--- config.mk ---
export PLATFORM = sky130hd
export DESIGN_NAME = int_to_int_pipe
export DESIGN_NICKNAME = d
export VERILOG_FILES = /design/src/rtl/int_to_int_pipe.sv
export SDC_FILE = /design/constraint.sdc
export NUM_CORES = 1
export LEC_CHECK = 0
export CAP_MARGIN = 10
export CORE_MARGIN = 1
export CORE_UTILIZATION = 59
export DETAILED_ROUTE_END_ITERATION = 8
export PLACE_DENSITY = 0.87
export SYNTH_ARGS = -nofsm -noshare
export SYNTH_HDL_FRONTEND = slang
export SYNTH_SLANG_ARGS = --single-unit
--- constraint.sdc ---
create_clock -name clk -period 11.8 [get_ports clk]
set_input_delay 2.36 -clock clk [delete_from_list [all_inputs] [get_ports clk]]
set_output_delay 2.36 -clock clk [all_outputs]
set_load 0.05 [all_outputs]
--- src/rtl/int_to_int_pipe.sv ---
// rtl/int_to_int_pipe.sv - pipelined multi-lane saturating integer format converter
module int_to_int_pipe #(
  parameter int LANES       = 4,
  parameter int PIPE_STAGES = 2,
  parameter bit SAT_EN      = 1'b1,
  parameter int CNT_W       = 16
) (
  input  logic                  clk,
  input  logic                  rst,
  input  logic                  in_vld,
  output logic                  in_rdy,
  input  logic [1:0]            src_prec,
  input  logic [1:0]            dst_prec,
  input  logic                  src_signed,
  input  logic                  dst_signed,
  input  logic [1:0]            src_pos,
  input  logic [1:0]            dst_pos,
  input  logic [32*LANES-1:0]   in_data,
  output logic                  out_vld,
  input  logic                  out_rdy,
  output logic [32*LANES-1:0]   out_data,
  output logic [LANES-1:0]      out_sat,
  input  logic                  cnt_clr,
  output logic [CNT_W-1:0]      sat_cnt
);

  // Widen one source element to a 34-bit signed value that holds any 32-bit signed or unsigned number.
  function automatic logic signed [33:0] ext(input logic [31:0] e, input logic [1:0] p, input logic sg);
    case (p)
      2'b00:   ext = sg ? {{26{e[7]}}, e[7:0]}   : {26'b0, e[7:0]};
      2'b01:   ext = sg ? {{18{e[15]}}, e[15:0]} : {18'b0, e[15:0]};
      default: ext = sg ? {{2{e[31]}}, e}        : {2'b0, e};
    endcase
  endfunction

  // Range-check against the destination format; returns {out_of_range, result in low d bits}.
  function automatic logic [32:0] conv_elem(input logic signed [33:0] v, input logic [1:0] p, input logic sg);
    logic signed [33:0] mn, mx;
    logic [31:0]        mask, r;
    logic               sat;
    case (p)
      2'b00: begin
        mask = 32'h0000_00FF;
        mn   = sg ? -34'sd128 : 34'sd0;
        mx   = sg ? 34'sd127  : 34'sd255;
      end
      2'b01: begin
        mask = 32'h0000_FFFF;
        mn   = sg ? -34'sd32768 : 34'sd0;
        mx   = sg ? 34'sd32767  : 34'sd65535;
      end
      default: begin
        mask = 32'hFFFF_FFFF;
        mn   = sg ? -34'sd2147483648 : 34'sd0;
        mx   = sg ? 34'sd2147483647  : 34'sd4294967295;
      end
    endcase
    sat = (v < mn) || (v > mx);
    if (SAT_EN && sat) r = (v < mn) ? mn[31:0] : mx[31:0];
    else               r = v[31:0];
    return {sat, r & mask};
  endfunction

  // Convert one 32-bit word; returns {any element out of range, converted word}.
  function automatic logic [32:0] conv_word(input logic [31:0] w, input logic [1:0] sp, input logic [1:0] dp,
                                            input logic ss, input logic ds,
                                            input logic [1:0] spos, input logic [1:0] dpos);
    logic [1:0]  spn, dpn;
    logic [31:0] res, se;
    logic [32:0] e;
    logic        sat;
    spn = (sp == 2'b11) ? 2'b10 : sp;
    dpn = (dp == 2'b11) ? 2'b10 : dp;
    res = '0;
    sat = 1'b0;
    se  = '0;
    e   = '0;
    if (spn == dpn) begin
      case (spn)
        2'b00: for (int k = 0; k < 4; k++) begin
          e = conv_elem(ext({24'b0, w[8*k+:8]}, 2'b00, ss), 2'b00, ds);
          res[8*k+:8] = e[7:0];
          sat = sat | e[32];
        end
        2'b01: for (int k = 0; k < 2; k++) begin
          e = conv_elem(ext({16'b0, w[16*k+:16]}, 2'b01, ss), 2'b01, ds);
          res[16*k+:16] = e[15:0];
          sat = sat | e[32];
        end
        default: begin
          e   = conv_elem(ext(w, 2'b10, ss), 2'b10, ds);
          res = e[31:0];
          sat = e[32];
        end
      endcase
    end else begin
      case (spn)
        2'b00:   se = {24'b0, w[{spos, 3'b000}+:8]};
        2'b01:   se = {16'b0, w[{spos[0], 4'b0000}+:16]};
        default: se = w;
      endcase
      e = conv_elem(ext(se, spn, ss), dpn, ds);
      case (dpn)
        2'b00:   res[{dpos, 3'b000}+:8]     = e[7:0];
        2'b01:   res[{dpos[0], 4'b0000}+:16] = e[15:0];
        default: res = e[31:0];
      endcase
      sat = e[32];
    end
    return {sat, res};
  endfunction

  logic [32*LANES-1:0] w_cdata;
  logic [LANES-1:0]    w_csat;
  logic [PIPE_STAGES-1:0] w_ld;
  logic [PIPE_STAGES-1:0] r_vld;
  logic [32*LANES-1:0] r_data [PIPE_STAGES];
  logic [LANES-1:0]    r_sat  [PIPE_STAGES];
  logic [CNT_W-1:0]    r_cnt;

  for (genvar i = 0; i < LANES; i++) begin : g_lane
    logic [32:0] w_res;
    assign w_res = conv_word(in_data[32*i+:32], src_prec, dst_prec, src_signed, dst_signed, src_pos, dst_pos);
    assign w_cdata[32*i+:32] = w_res[31:0];
    assign w_csat[i]         = w_res[32];
  end

  // A stage may load if it or any later stage has room, or the output is being drained.
  always_comb begin
    logic acc;
    acc  = out_rdy;
    w_ld = '0;
    for (int k = PIPE_STAGES - 1; k >= 0; k--) begin
      acc     = acc | ~r_vld[k];
      w_ld[k] = acc;
    end
  end

  // Pipeline stage registers: conversion result enters stage 0 and advances as stages free up.
  always_ff @(posedge clk or posedge rst) begin
    if (rst) begin
      r_vld <= '0;
      for (int k = 0; k < PIPE_STAGES; k++) begin
        r_data[k] <= '0;
        r_sat[k]  <= '0;
      end
    end else begin
      if (w_ld[0]) begin
        r_vld[0] <= in_vld;
        if (in_vld) begin
          r_data[0] <= w_cdata;
          r_sat[0]  <= w_csat;
        end
      end
      for (int k = 1; k < PIPE_STAGES; k++) begin
        if (w_ld[k]) begin
          r_vld[k] <= r_vld[k-1];
          if (r_vld[k-1]) begin
            r_data[k] <= r_data[k-1];
            r_sat[k]  <= r_sat[k-1];
          end
        end
      end
    end
  end

  // Saturating count of delivered beats that carried any out-of-range flag; clear wins.
  always_ff @(posedge clk or posedge rst) begin
    if (rst)
      r_cnt <= '0;
    else if (cnt_clr)
      r_cnt <= '0;
    else if (out_vld && out_rdy && (|out_sat) && (r_cnt != {CNT_W{1'b1}}))
      r_cnt <= r_cnt + 1'b1;
  end

  assign in_rdy   = w_ld[0];
  assign out_vld  = r_vld[PIPE_STAGES-1];
  assign out_data = r_data[PIPE_STAGES-1];
  assign out_sat  = r_sat[PIPE_STAGES-1];
  assign sat_cnt  = r_cnt;

endmodule
# Word-level counts from Yosys, hierarchy flattened
# Cells that the tools add are included.
word_totals:
  ff_bits: 282
  inputBits: 143
op_classes:
  addsub: 3
  magnitude_cmp: 64
  eq_ne: 6
  shift: 18
  mux: 286
  bitwise_logic: 60
  reduce_logical: 42
op_table:
  columns: ["cell", "count"]
  rows:
  - ["$mux W34", 117]
  - ["$mux W32", 36]
  - ["$gt A34 B34 Y1", 32]
  - ["$lt A34 B34 Y1", 32]
  - ["$pmux W32 S2", 14]
  - ["$mux W16", 37]
  - ["$mux W8", 67]
  - ["$and A32 B32 Y32", 16]
  - ["$pmux W34 S2", 5]
  - ["$and A16 B16 Y16", 8]
  - ["$and A8 B8 Y8", 16]
  - ["$shiftx A16 B7 Y32", 4]
  - ["$shiftx A32 B6 Y16", 4]
  - ["$shiftx A32 B6 Y8", 4]
  - ["$shiftx A8 B7 Y32", 4]
  - ["$logic_or A1 B1 Y1", 32]
  - ["$shift A16 B7 Y32 const A", 1]
  - ["$shift A8 B7 Y32 const A", 1]
  - ["$or A1 B1 Y1", 18]
  - ["$add A16 B1 Y16 const B", 1]
  - ["$ne A16 B16 Y1 const B", 1]
  - ["$neg A5 Y7", 2]
  - ["$pmux W1 S2", 4]
  - ["$eq A2 B1 Y1 const B", 2]
  - ["other kinds (11)", 21]

# Longest topological paths before layout
depth:
  depth_word: 16
  mapped_depth: 24
  depth_no_buf: 16

# Worst setup path before layout
# OpenSTA, ideal clock, no wires.
synth_timing:
  path_kind: "input-to-reg"
  startpoint: "in src_prec[1]"
  endpoint: "reg r_data[207] (netlist name)"
  setup_ps: 141
  arrival_time_ps: 7046
  path_slack_ps: 4612
  path_stages: 21
  cell_sequence: "clkbuf_1 > buf_2 > buf_2 > buf_2 > buf_2 > buf_2 > buf_2 > buf_2 > clkbuf_1 > buf_1 > a21oi_1 > ha_1 > nand3_1 > or4_1 > a2111oi_2 > a2111oi_4 > mux2i_1 > buf_2 > nor3_1 > o31ai_1 > a31oi_1"
synth_via:
  elab_chain_cells: 16
synth_lines:
  columns: ["item", "line_no", "text"]
  rows:
  - ["start: declaration", "12", "input logic [1:0] src_prec,"]
  - ["$eq A2 B2 Y1", "72", "spn = (sp == 2'b11) ? 2'b10 : sp;"]
  - ["$mux W2 (*)", "72", null]
  - ["$eq A2 B1 Y1 or $logic_not A2 Y1 (tied branches)", "29, 79, 97", null]
  - ["$pmux W32 S2", "97", "case (spn)"]
  - ["$mux W34, on equally long branches", "32, 30, 31", null]
  - ["$pmux W34 S2", "29", "case (p)"]
  - ["$mux W34", "78", "if (spn == dpn) begin"]
  - ["$lt A34 B34 Y1 or $gt A34 B34 Y1 (tied branches)", "58, 59", null]
  - ["$mux W32 or $logic_or A1 B1 Y1 (tied branches)", "59, 58", null]
  - ["$mux W32", "59", "if (SAT_EN && sat) r = (v < mn) ? mn[31:0] : mx[31:0];"]
  - ["$mux W32", "78", null]
  - ["$and A32 B32 Y32", "61", "return {sat, r & mask};"]
  - ["$shiftx A16 B7 Y32 or $shiftx A8 B7 Y32 (tied branches)", "105, 104", null]
  - ["$and A32 B32 Y32 (no source line)", null, null]
  - ["$pmux W32 S2", "103", "case (dpn)"]
  - ["$mux W32 (*)", "78", null]
  - ["end signal: indexed assignment", "159", "r_data[k] <= r_data[k-1];"]
  - ["end: declaration", "117", "logic [32*LANES-1:0] r_data [PIPE_STAGES];"]
# Every way passes the cells marked *; elsewhere a longest branch is shown, timed or not. The select of a mux whose other input is x is not followed.
# A chain may end at the register's enable or synchronous reset.

# Final worst setup path
layout_timing:
  startpoint: "in src_pos[0]"
  endpoint: "reg r_data[176] (netlist name)"
layout_via:
  elab_chain_cells: 14
layout_lines:
  columns: ["item", "line_no", "text"]
  rows:
  - ["start: declaration", "16", "input logic [1:0] src_pos,"]
  - ["$shiftx A32 B6 Y16 or $shiftx A32 B6 Y8 (tied branches)", "99, 98", null]
  - ["$pmux W32 S2 (*)", "97", null]
  - ["$mux W34, on equally long branches", "32, 30, 31", null]
  - ["$pmux W34 S2 (*)", "29", null]
  - ["$mux W34 (*)", "78", null]
  - ["$lt A34 B34 Y1 or $gt A34 B34 Y1 (tied branches)", "58, 59", null]
  - ["$mux W32 or $logic_or A1 B1 Y1 (tied branches)", "59, 58", null]
  - ["$mux W32 (*)", "59", null]
  - ["$mux W32 (*)", "78", null]
  - ["$and A32 B32 Y32 (*)", "61", null]
  - ["$shiftx A16 B7 Y32 or $shiftx A8 B7 Y32 (tied branches)", "105, 104", null]
  - ["$and A32 B32 Y32 (no source line)", null, null]
  - ["$pmux W32 S2 (*)", "103", null]
  - ["$mux W32 (*)", "78", null]
# Marks and branches as above.

==> flow_summary.yaml <==
worst_hold_path:
  min_path_cells: 2
  min_from: "r_data[194]"
  hold_path.class: "reg2reg"
  worstHoldEndpoint: "r_data[194]"
global_routing:
  grt_pass1_wl_microns: 152800
  grt_pass1_vias: 25334
  grt_overflow: 0
  grt_max_degree: 141
  use_met2_pct: 67.80
  use_met1_pct: 57.66
  grtUsageTotal_pct: 44.35
  gr-usage-met3_pct: 10.58
  antenna_found_initial: 7
  grt_busiest_layer: "met2"
clocking:
  post_cts_buffers: 0
  ctsHoldBuffers: 0
  path_clk_slew_ns: 0.06
  insertion_delay_ns: 0.62
  ctsHtreeMaxLevel: 1
  cts_buffer_depth: 3
  cts_buffers: 31
  tritoncts: "done"
  cts-resized-gates: 0
  clock_sinks: 282
  cts_root_buffer: "clkbuf_16"
floorplanning:
  initial_core_util_pct: 60.37
  rows: 76
  floorplan.die_area_sq_um: 45410
  core_sq_um: 43550
  io-pin-count: 293
  fp.dieH_microns: 213.1
  die_w_microns: 213.1
drt:
  drt-initial-drc-count: 3724
  avgRoutedWirePerCell_microns: 27.31
  route.detailed.drc: 0
  dr_total_vias: 26727
  wirelength_microns: 102400
  first_pass_iters: 9
  ant_nets: 0
  routed_via_density: 7.131
timing:
  setup_violations: 0
  final.setup.worst_slack_ns: 3.725
  fin_hold_ws_ns: 0.4839
  finalClockSkew_ns: 0.03108
  rsz0062_at_grt: "false"
  tightest_slew_ns: 1.325
  max_slew_margin_pct: 11.68
  fin_tns_setup_ns: 0
  fin_crit_ns: 8.075
  drv_slew: 0
  hold_viol: 0
  fmax_ghz: 0.1238
  fin_crit_sh_pct: 68.43
yosys:
  yosys-top-cells-area: "dfrtp_1 27%, ha_1 12%, a21oi_1 6.5%"
  yosysTopAreaCell: "dfrtp_1"
  syn_area_sq_um: 26290
  synthTopCellsByCount: "344 x a21oi_1, 282 x dfrtp_1, 260 x nand2_1"
  postSynthAreaPerCell_sq_um: 8.520
  synth_most_common_cell: "a21oi_1"
  ys.flop_type: "dfrtp_1"
  synth_seq_cells: 282
  yosysWarningCount: 0
  synth_top_area_share_pct: 26.84
  synth_edf_count: 0
  synthArstFlopShare_pct: 100.0
  synth_cell_type_count: 102
  syn_inst: 3086
  ys_seq_area_share_pct: 26.84
  syn_nets: 3493
setup_path:
  r2r-start: "r_vld[0]"
  r2r_setup_slack_ns: 8.56
  r2r_end: "r_data[239]"
  critPathRequiredTime_ns: 12.29
  r2r_cells: 6
  crit_path_end_kind: "register"
  critPathArrivalTime_ns: 8.57
  critical_path_class: "in2reg"
  worstSetupStartpointType: "input pin"
  path_max_fanout: 41
cells_and_area:
  seq_area_sq_um: 7057
  syn_to_final_growth_pct: 12.02
  n_fill_cell: 3485
  drive_above_1_share_pct: 10.70
  multi_input_area_sq_um: 17000
  final_nets: 3545
placed_design:
  io_buffers: 292
  gp_congestion: 1.040
  pre_cts_ws_ns: 3.304
  dp_hpwl_microns: 75740
power:
  power_density_nw_per_um2: 155.2
  ir_worst_vdd_uv: 157.1
  total_power_mw: 4.572
  power.leakage_nw: 12.51
outcome:
  status: "complete, no violations"
job:
  cap_violations: 0
## metrics by stage
| stage | cells | area, sq um | utilization, % |
|---|---|---|---|
| floorplan | 3086 | 26290 | - |
| global placement | 3688 | 28440 | 65.30 |
| detailed placement | 3688 | 28440 | 65.30 |
| CTS | 3743 | 29430 | 67.57 |
| global route | 3746 | 29450 | 67.61 |
| finish | 3748 | 29450 | 67.63 |
## logic make-up (layout without fill, tap and decap cells)
group | Yosys count | in the layout | share of synthesized area [%]
AOI/OAI and AO/OA | 1030 | 1030 | 25.82
and+or+nand+nor | 853 | 853 | 15.54
buffers and inverters | 435 | 509 | 8.675
DFF | 282 | 282 | 26.84
adders and majority gates | 264 | 264 | 12.85
muxes | 204 | 204 | 9.675
xor gates and xnor gates | 18 | 18 | 0.5996
other | 0 | 3 | 0
## layout make-up
class	count	area share (%)
tap	585	2.485
clock buffer	41	2.931
multi-input combinational	2369	57.73
timing repair buffer	331	10.85
sequential	282	23.96
inverter	123	1.593
clock inverter	14	0.4248
antenna	3	0.02549
## worst max-delay path, stage by stage
cell,delay (ns)
buf_4,0.43
buf_4,0.56
and2b_1,0.40
a32oi_1,0.24
o211ai_2,0.16
nor3_1,0.78
a221o_1,0.41
ha_1,0.31
a21o_1,0.18
a21o_1,0.17
a221oi_1,0.25
o211ai_1,0.21
a41oi_1,0.35
or2_1,0.67
a21boi_0,0.49
and2_1,0.30
o221a_2,0.22
## where the power goes
group | internal, mW | switching [mW] | leakage (nW)
combinational | 0.778 | 1.43 | 8.59
clock | 0.537 | 0.429 | 0.485
sequential | 1.22 | 0.174 | 3.44
## how the worst max path moves through the flow
stage | startpoint | endpoint | cells past startpoint
6_report | src_pos[0] | r_data[176] | 17
5_1_grt | src_pos[0] | r_data[176] | 17
4_1_cts | src_pos[0] | r_data[176] | 17
3_5_place_dp | src_pos[0] | r_data[176] | 17
3_3_place_gp | src_pos[0] | r_data[176] | 17
2_1_floorplan | rst | out_data[0] | 1
## per-layer routing
layer | wire, microns | vias up
met2 | 44260 | 2054
met4 | 6772 | 6
met1 | 38540 | 12657
met3 | 12740 | 514
met5 | 48 | -
li1 | - | 11496
## flip-flops by register name, summed over array words and instances (netlist names)
signal    cells
r_vld         2
out_data    128
out_sat       4
r_data      128
r_sat         4
sat_cnt      16
## cells in the final DEF (no fill, tap or decap), drive strengths merged, types with 39 or more instances in the layout
cell / count
nand2: 262
nor3: 47
o31ai: 48
o21ai: 208
inv: 124
nand4: 63
a221oi: 42
a21oi: 345
clkdlybuf4s50: 287
a211oi: 39
ha: 254
clkbuf: 42
mux2: 141
buf: 43
nand3: 50
dfrtp: 282
nor2: 243
(Power assumes the default switching activity.)
